### config.mk
export PLATFORM = sky130hd
export DESIGN_NAME = mips_mem_arbiter
export DESIGN_NICKNAME = d
export VERILOG_FILES = /design/src/rtl/mips_mem_pkg.sv /design/src/rtl/mips_rr_arbiter2.sv /design/src/rtl/mips_mem_arbiter.sv
export SDC_FILE = /design/constraint.sdc
export NUM_CORES = 1
export LEC_CHECK = 0
export ABC_AREA = 1
export BUFFER_PORTS_ARGS = -buffer_cell sky130_fd_sc_hd__buf_4
export CORE_AREA = 2 2 123 125
export DETAILED_ROUTE_END_ITERATION = 10
export DIE_AREA = 0 0 125 127
export GPL_TIMING_DRIVEN = 0
export PLACE_DENSITY = 0.68
export SKIP_LAST_GASP = 1
export SYNTH_ARGS = -nofsm -noshare
export SYNTH_HDL_FRONTEND = slang
export SYNTH_SLANG_ARGS = --single-unit
### constraint.sdc
create_clock -name clk -period 3.4 [get_ports clk]
set_input_delay 0.17 -clock clk [delete_from_list [all_inputs] [get_ports clk]]
set_output_delay 0.17 -clock clk [all_outputs]
set_load 0.01 [all_outputs]
### src/rtl/mips_mem_pkg.sv
// Shared types and constants for the MIPS memory arbiter slice.
package mips_mem_pkg;

    localparam int MEM_ADDR_W = 32;
    localparam int MEM_DATA_W = 32;
    localparam int BYTE_EN_W  = MEM_DATA_W / 8;

    localparam logic [1:0] WORD_ALIGN_MASK = 2'b11;

    typedef enum logic [1:0] {
        IDLE,
        CMD,
        RESP
    } arb_state_t;

    // Command captured at accept time and replayed to the memory in CMD.
    typedef struct packed {
        logic                  we;
        logic [MEM_ADDR_W-1:0] addr;
        logic [BYTE_EN_W-1:0]  byte_en;
        logic [MEM_DATA_W-1:0] wdata;
    } mem_req_t;

    // True when the low address bits do not name a word boundary.
    function automatic logic is_misaligned(input logic [1:0] low_bits);
        return (low_bits & WORD_ALIGN_MASK) != 2'b00;
    endfunction

endpackage

### src/rtl/mips_rr_arbiter2.sv
// Two-way round-robin pick. A sole requester always wins; on a tie the
// port that did not win last time is chosen.
module mips_rr_arbiter2 (
    input  logic clk,
    input  logic rst_n,
    input  logic req0,
    input  logic req1,
    input  logic grant_en,
    output logic grant
);

    logic last_grant;

    // Winner selection: sole requester first, otherwise alternate.
    always_comb begin
        grant = ~last_grant;
        if (req0 && !req1) begin
            grant = 1'b0;
        end else if (req1 && !req0) begin
            grant = 1'b1;
        end
    end

    // Remember the last accepted port; starting at 1 hands port 0 the first tie.
    always_ff @(posedge clk or negedge rst_n) begin
        if (!rst_n) begin
            last_grant <= 1'b1;
        end else if (grant_en && (req0 || req1)) begin
            last_grant <= grant;
        end
    end

endmodule

### src/rtl/mips_mem_arbiter.sv
// Shares the single-port MIPS memory between instruction fetch (port 0) and
// the load/store unit (port 1). Each access runs IDLE -> CMD -> RESP, so the
// peak rate is one transaction every three cycles.
module mips_mem_arbiter
    import mips_mem_pkg::*;
#(
    parameter int ADDR_W      = 32,
    parameter int DATA_W      = 32,
    parameter bit ALIGN_CHECK = 1'b1
) (
    input  logic                  clk,
    input  logic                  rst_n,

    input  logic                  p0_req,
    input  logic                  p0_we,
    input  logic [ADDR_W-1:0]     p0_addr,
    input  logic [DATA_W/8-1:0]   p0_byte_en,
    input  logic [DATA_W-1:0]     p0_wdata,
    output logic                  p0_ack,
    output logic                  p0_done,
    output logic                  p0_err,
    output logic [DATA_W-1:0]     p0_rdata,

    input  logic                  p1_req,
    input  logic                  p1_we,
    input  logic [ADDR_W-1:0]     p1_addr,
    input  logic [DATA_W/8-1:0]   p1_byte_en,
    input  logic [DATA_W-1:0]     p1_wdata,
    output logic                  p1_ack,
    output logic                  p1_done,
    output logic                  p1_err,
    output logic [DATA_W-1:0]     p1_rdata,

    output logic [ADDR_W-1:0]     mem_address,
    output logic                  mem_wr_en,
    output logic                  mem_read_en,
    output logic [DATA_W/8-1:0]   mem_byte_en,
    output logic [DATA_W-1:0]     mem_data_in,
    input  logic [DATA_W-1:0]     mem_data_out,

    output logic                  busy
);

    arb_state_t state, state_d;
    mem_req_t   req_q, req_d;
    logic       winner_q, winner_d;
    logic       err_q, err_d;

    logic       grant;
    logic       grant_en;

    logic                ack0_d, ack1_d;
    logic                done0_d, done1_d;
    logic                err0_d, err1_d;
    logic                rd_sel0_d, rd_sel1_d;
    logic                rd_sel0_q, rd_sel1_q;
    logic [ADDR_W-1:0]   mem_address_d;
    logic                mem_wr_en_d, mem_read_en_d;
    logic [DATA_W/8-1:0] mem_byte_en_d;
    logic [DATA_W-1:0]   mem_data_in_d;

    mips_rr_arbiter2 u_rr (
        .clk      (clk),
        .rst_n    (rst_n),
        .req0     (p0_req),
        .req1     (p1_req),
        .grant_en (grant_en),
        .grant    (grant)
    );

    // Next state plus the value every registered output takes in the next cycle.
    always_comb begin
        state_d       = state;
        req_d         = req_q;
        winner_d      = winner_q;
        err_d         = err_q;
        grant_en      = 1'b0;
        ack0_d        = 1'b0;
        ack1_d        = 1'b0;
        done0_d       = 1'b0;
        done1_d       = 1'b0;
        err0_d        = 1'b0;
        err1_d        = 1'b0;
        rd_sel0_d     = 1'b0;
        rd_sel1_d     = 1'b0;
        mem_address_d = '0;
        mem_wr_en_d   = 1'b0;
        mem_read_en_d = 1'b0;
        mem_byte_en_d = '0;
        mem_data_in_d = '0;

        case (state)
            IDLE: begin
                grant_en = 1'b1;
                if (p0_req || p1_req) begin
                    winner_d = grant;
                    if (grant) begin
                        req_d.we      = p1_we;
                        req_d.addr    = p1_addr;
                        req_d.byte_en = p1_byte_en;
                        req_d.wdata   = p1_wdata;
                    end else begin
                        req_d.we      = p0_we;
                        req_d.addr    = p0_addr;
                        req_d.byte_en = p0_byte_en;
                        req_d.wdata   = p0_wdata;
                    end
                    err_d         = ALIGN_CHECK && is_misaligned(req_d.addr[1:0]);
                    state_d       = CMD;
                    ack0_d        = !grant;
                    ack1_d        = grant;
                    mem_address_d = req_d.addr;
                    mem_byte_en_d = req_d.byte_en;
                    mem_data_in_d = req_d.wdata;
                    mem_wr_en_d   = req_d.we && !err_d;
                    mem_read_en_d = !req_d.we && !err_d;
                end
            end
            CMD: begin
                state_d   = RESP;
                done0_d   = !winner_q;
                done1_d   = winner_q;
                err0_d    = !winner_q && err_q;
                err1_d    = winner_q && err_q;
                rd_sel0_d = !winner_q && !req_q.we && !err_q;
                rd_sel1_d = winner_q && !req_q.we && !err_q;
            end
            RESP: begin
                state_d = IDLE;
            end
            default: begin
                state_d = IDLE;
            end
        endcase
    end

    // State, latched command and all port/memory outputs; reset clears them at once.
    always_ff @(posedge clk or negedge rst_n) begin
        if (!rst_n) begin
            state       <= IDLE;
            req_q       <= '0;
            winner_q    <= 1'b0;
            err_q       <= 1'b0;
            p0_ack      <= 1'b0;
            p1_ack      <= 1'b0;
            p0_done     <= 1'b0;
            p1_done     <= 1'b0;
            p0_err      <= 1'b0;
            p1_err      <= 1'b0;
            rd_sel0_q   <= 1'b0;
            rd_sel1_q   <= 1'b0;
            mem_address <= '0;
            mem_wr_en   <= 1'b0;
            mem_read_en <= 1'b0;
            mem_byte_en <= '0;
            mem_data_in <= '0;
            busy        <= 1'b0;
        end else begin
            state       <= state_d;
            req_q       <= req_d;
            winner_q    <= winner_d;
            err_q       <= err_d;
            p0_ack      <= ack0_d;
            p1_ack      <= ack1_d;
            p0_done     <= done0_d;
            p1_done     <= done1_d;
            p0_err      <= err0_d;
            p1_err      <= err1_d;
            rd_sel0_q   <= rd_sel0_d;
            rd_sel1_q   <= rd_sel1_d;
            mem_address <= mem_address_d;
            mem_wr_en   <= mem_wr_en_d;
            mem_read_en <= mem_read_en_d;
            mem_byte_en <= mem_byte_en_d;
            mem_data_in <= mem_data_in_d;
            busy        <= (state_d != IDLE);
        end
    end

    // Memory read data only arrives in the RESP cycle, so it is steered to the
    // winning port by a registered select rather than re-registered.
    assign p0_rdata = rd_sel0_q ? mem_data_out : '0;
    assign p1_rdata = rd_sel1_q ? mem_data_out : '0;

endmodule

==> results.sh <==
export IMPL_r2r_slack_ns=1.66
export IMPL_fin_nets=995
export IMPL_fin_worst_skew_ns=0.00845
export IMPL_worstSetupStartpointType="flop"
export IMPL_hp_class="in2reg"
export IMPL_first_pass_iters=4
export IMPL_setup_viol=0
export IMPL_gp_congestion=0.784
export IMPL_leakagePower_nw=4.37
export IMPL_dpl_hpwl_um=11200
export IMPL_fill_cells=1460
export IMPL_num_antenna_cells=0
export IMPL_power_density_nw_per_um2=659
export IMPL_syn_area_um2=3770
export IMPL_grt_pass1_vias=3990
export IMPL_grt_ovfl_total=0
export IMPL_grt_usage=0.175
export IMPL_num_vias=4104
export IMPL_drive_gt1_frac=0.426
export IMPL_yosys_top_cells_area="dfrtp_1 (56%), nand2_1 (28%), inv_1 (7.5%)"
export IMPL_totalWireLength_um=14000
export IMPL_clock_latency_ns=0.35
export IMPL_path_clk_slew_ns=0.06
export IMPL_ant_nets=0
export IMPL_io_buffers=314
export IMPL_grt_pass1_wl_um=21300
export IMPL_critPathKind="reg2reg"
export IMPL_ys_ff_latch=85
export IMPL_slew_headroom=0.280
export IMPL_areaGrowthSynthToFinish_pct=78.9
export IMPL_crit_top_cell="nand2_1"
export IMPL_design_area_um2=6740
export IMPL_multiInputGateArea_um2=1210
export IMPL_drt_iter0_markers=122
export IMPL_cts_resized=0
export IMPL_num_rows=44
export IMPL_cpPeakStageDelay_ns=0.53
export IMPL_ir_worst_vdd_uv=275
export IMPL_worstPathRequired_ns=3.60
export IMPL_synthDistinctLibCells=17
export IMPL_grt_start_max_net_pins=86
export IMPL_fin_crit_ns=1.74
export IMPL_worst_slew_pin_slew_ns=1.08
export IMPL_crit_fanout=10
export IMPL_cpLargestDelayFamily="simple AND/OR/NAND/NOR gates"
export IMPL_fin_crit_sh=0.511
export IMPL_path_cells="inv_1 -> nand2_2 -> nand2_2 -> nand2_1 -> inv_2 -> buf_6 -> buf_6 -> nand2_1 -> nand2_1"
export IMPL_cts_root_buf="clkbuf_16"
export IMPL_hold_depth=3
export IMPL_placed_cell_area_um2=6350
export IMPL_seq_area_frac_synth=0.565
export IMPL_ff2ff_path_depth=9
export IMPL_die_area_um2=15900
export IMPL_synth_top_area_share=0.558
export IMPL_yosys_area_top_type="dfrtp_1"
export IMPL_vias_per_cell=4.06
export IMPL_avgSynthCellArea_um2=7.67
export IMPL_syn_nets=665
export IMPL_worstHoldStart="p0_wdata[26]"
export IMPL_clk_path_buf_depth=2
export IMPL_hold_buffers=5
export IMPL_finalHoldViolations=0
export IMPL_htreeDepth=3
export IMPL_core_um2=14400
export IMPL_slew_violations=0
export IMPL_r2r_start="u_rr.last_grant$_DFFE_PN1P_"
export IMPL_hold_end="mem_data_in[26]$_DFF_PN0_"
export IMPL_register_area_um2=2130
export IMPL_cap_violations=0
export IMPL_yosysWarnings=0
export IMPL_route_detailed_drc=0
export IMPL_die_h_um=127
export IMPL_wl_per_cell_um=13.9
export IMPL_fmax_mhz=576
export IMPL_synthCells=491
export IMPL_io_pins=315
export IMPL_clock_sinks=85
export IMPL_rsz0062_at_grt="false"
export IMPL_crit_arrival_ns=1.93
export IMPL_cts_tree="done"
export IMPL_path_buf_inv=4
export IMPL_cts_buffers_inserted=9
export IMPL_postCtsSetupBuffers=0
export IMPL_end_kind="flop"
export IMPL_fin_setup_tns_ns=0
export IMPL_grt_antenna_before_repair=0
export IMPL_status="finished clean"
export IMPL_crit_slowest_cell="dfstp_2"
export IMPL_die_w_um=125
export IMPL_start_util=0.261
export IMPL_r2r_end="mem_address[13]$_DFF_PN0_"
[layer usage]
metal | GRT usage | vias to the layer above | share of wire
met5 | 0 | - | 0
met4 | 0.0739 | 0 | 0.026
met3 | 0.0582 | 25 | 0.10
met2 | 0.310 | 222 | 0.51
met1 | 0.191 | 1792 | 0.36
li1 | - | 2065 | -
[sequential cells by signal, indices dropped and copies added (netlist names)]
register / count
p1_ack: 1
mem_data_in: 32
winner_q: 1
p1_err: 1
mem_address: 32
p0_ack: 1
err_q: 1
busy: 1
rd_sel1_q: 1
p0_err: 1
mem_byte_en: 4
mem_read_en: 1
req_q: 1
rd_sel0_q: 1
u_rr.last_grant: 1
p1_done: 1
mem_wr_en: 1
p0_done: 1
state: 2
[power breakdown]
| part | switching (mW) | internal, mW |
|---|---|---|
| Combinational | 1.00 | 0.848 |
| Clock | 0.431 | 0.670 |
| Sequential | 0.124 | 1.37 |
| Total | 1.56 | 2.89 |
[kinds of logic after synthesis]
kind of cell / share of synthesized area
buf+inv: 0.114
compound gates: 0.00399
flops: 0.565
simple gates: 0.317
[cell usage after synthesis]
library cell and instances:
buf_2 6, buf_4 1, buf_6 7, clkbuf_1 6, dfrtp_1 84, dfstp_2 1, inv_1 75, inv_2 2
nand2_1 283, nand2_2 3, nand3_1 5, nand3b_1 2, nor2_1 5, nor2_4 2, nor3_1 4, nor4_1 2
o21ai_0 3
[through the flow]
| step | instances | hold slack (ns) | setup WS (ns) | total power [mW] | util |
|---|---|---|---|---|---|
| floorplan | 491 | -0.126 | 1.99 | 2.32 | - |
| global placement | 989 | 0.363 | 1.62 | 3.36 | 0.440 |
| detailed placement | 989 | 0.367 | 1.63 | 3.38 | 0.440 |
| CTS | 1010 | 0.0000591 | 1.61 | 4.51 | 0.467 |
| global route | 1010 | 0.00869 | 1.53 | 4.75 | 0.467 |
| finish | 1010 | 0.0145 | 1.66 | 4.44 | 0.467 |
[placed cells by master (no fill, tap or decap)]
cell	synthesis	final
dfrtp_1	84	84
nor2_4	2	2
inv_1	75	75
inv_6	0	2
clkinv_4	0	1
o21ai_0	3	3
nand3b_1	2	2
dfstp_2	1	1
nand2_2	3	3
clkbuf_1	6	6
buf_2	6	6
nand3_1	5	5
nand2_1	283	283
dlygate4sd3_1	0	5
buf_4	1	315
bufinv_16	0	2
nor2_1	5	5
nor4_1	2	2
clkbuf_16	0	9
clkbuf_8	0	1
clkinvlp_4	0	1
buf_6	7	7
inv_2	2	2
nor3_1	4	4
[how the worst max path moves through the flow]
stage	depth (start not counted)	end	from
after detailed placement	8	mem_address[12]$_DFF_PN0_	u_rr.last_grant$_DFFE_PN1P_
after floorplan	9	mem_address[10]$_DFF_PN0_	u_rr.last_grant$_DFFE_PN1P_
after CTS	8	mem_address[12]$_DFF_PN0_	u_rr.last_grant$_DFFE_PN1P_
after global placement	8	mem_address[12]$_DFF_PN0_	u_rr.last_grant$_DFFE_PN1P_
final	9	mem_address[13]$_DFF_PN0_	u_rr.last_grant$_DFFE_PN1P_
after global routing	8	mem_address[12]$_DFF_PN0_	u_rr.last_grant$_DFFE_PN1P_
[cell type report]
type | count | share of cell area
Clock buffer | 10 | 0.0355
Tap cell | 184 | 0.0342
Buffer | 20 | 0.0206
Timing Repair Buffer | 319 | 0.357
Multi-Input combinational cell | 309 | 0.180
Inverter | 77 | 0.0429
Clock inverter | 6 | 0.0139
Sequential cell | 85 | 0.316
[tightest hold or removal path, stage by stage]
cell,delay [ns]
buf_4,0.08
nand2_1,0.04
nand2_1,0.04
(Power assumes the default switching activity.)
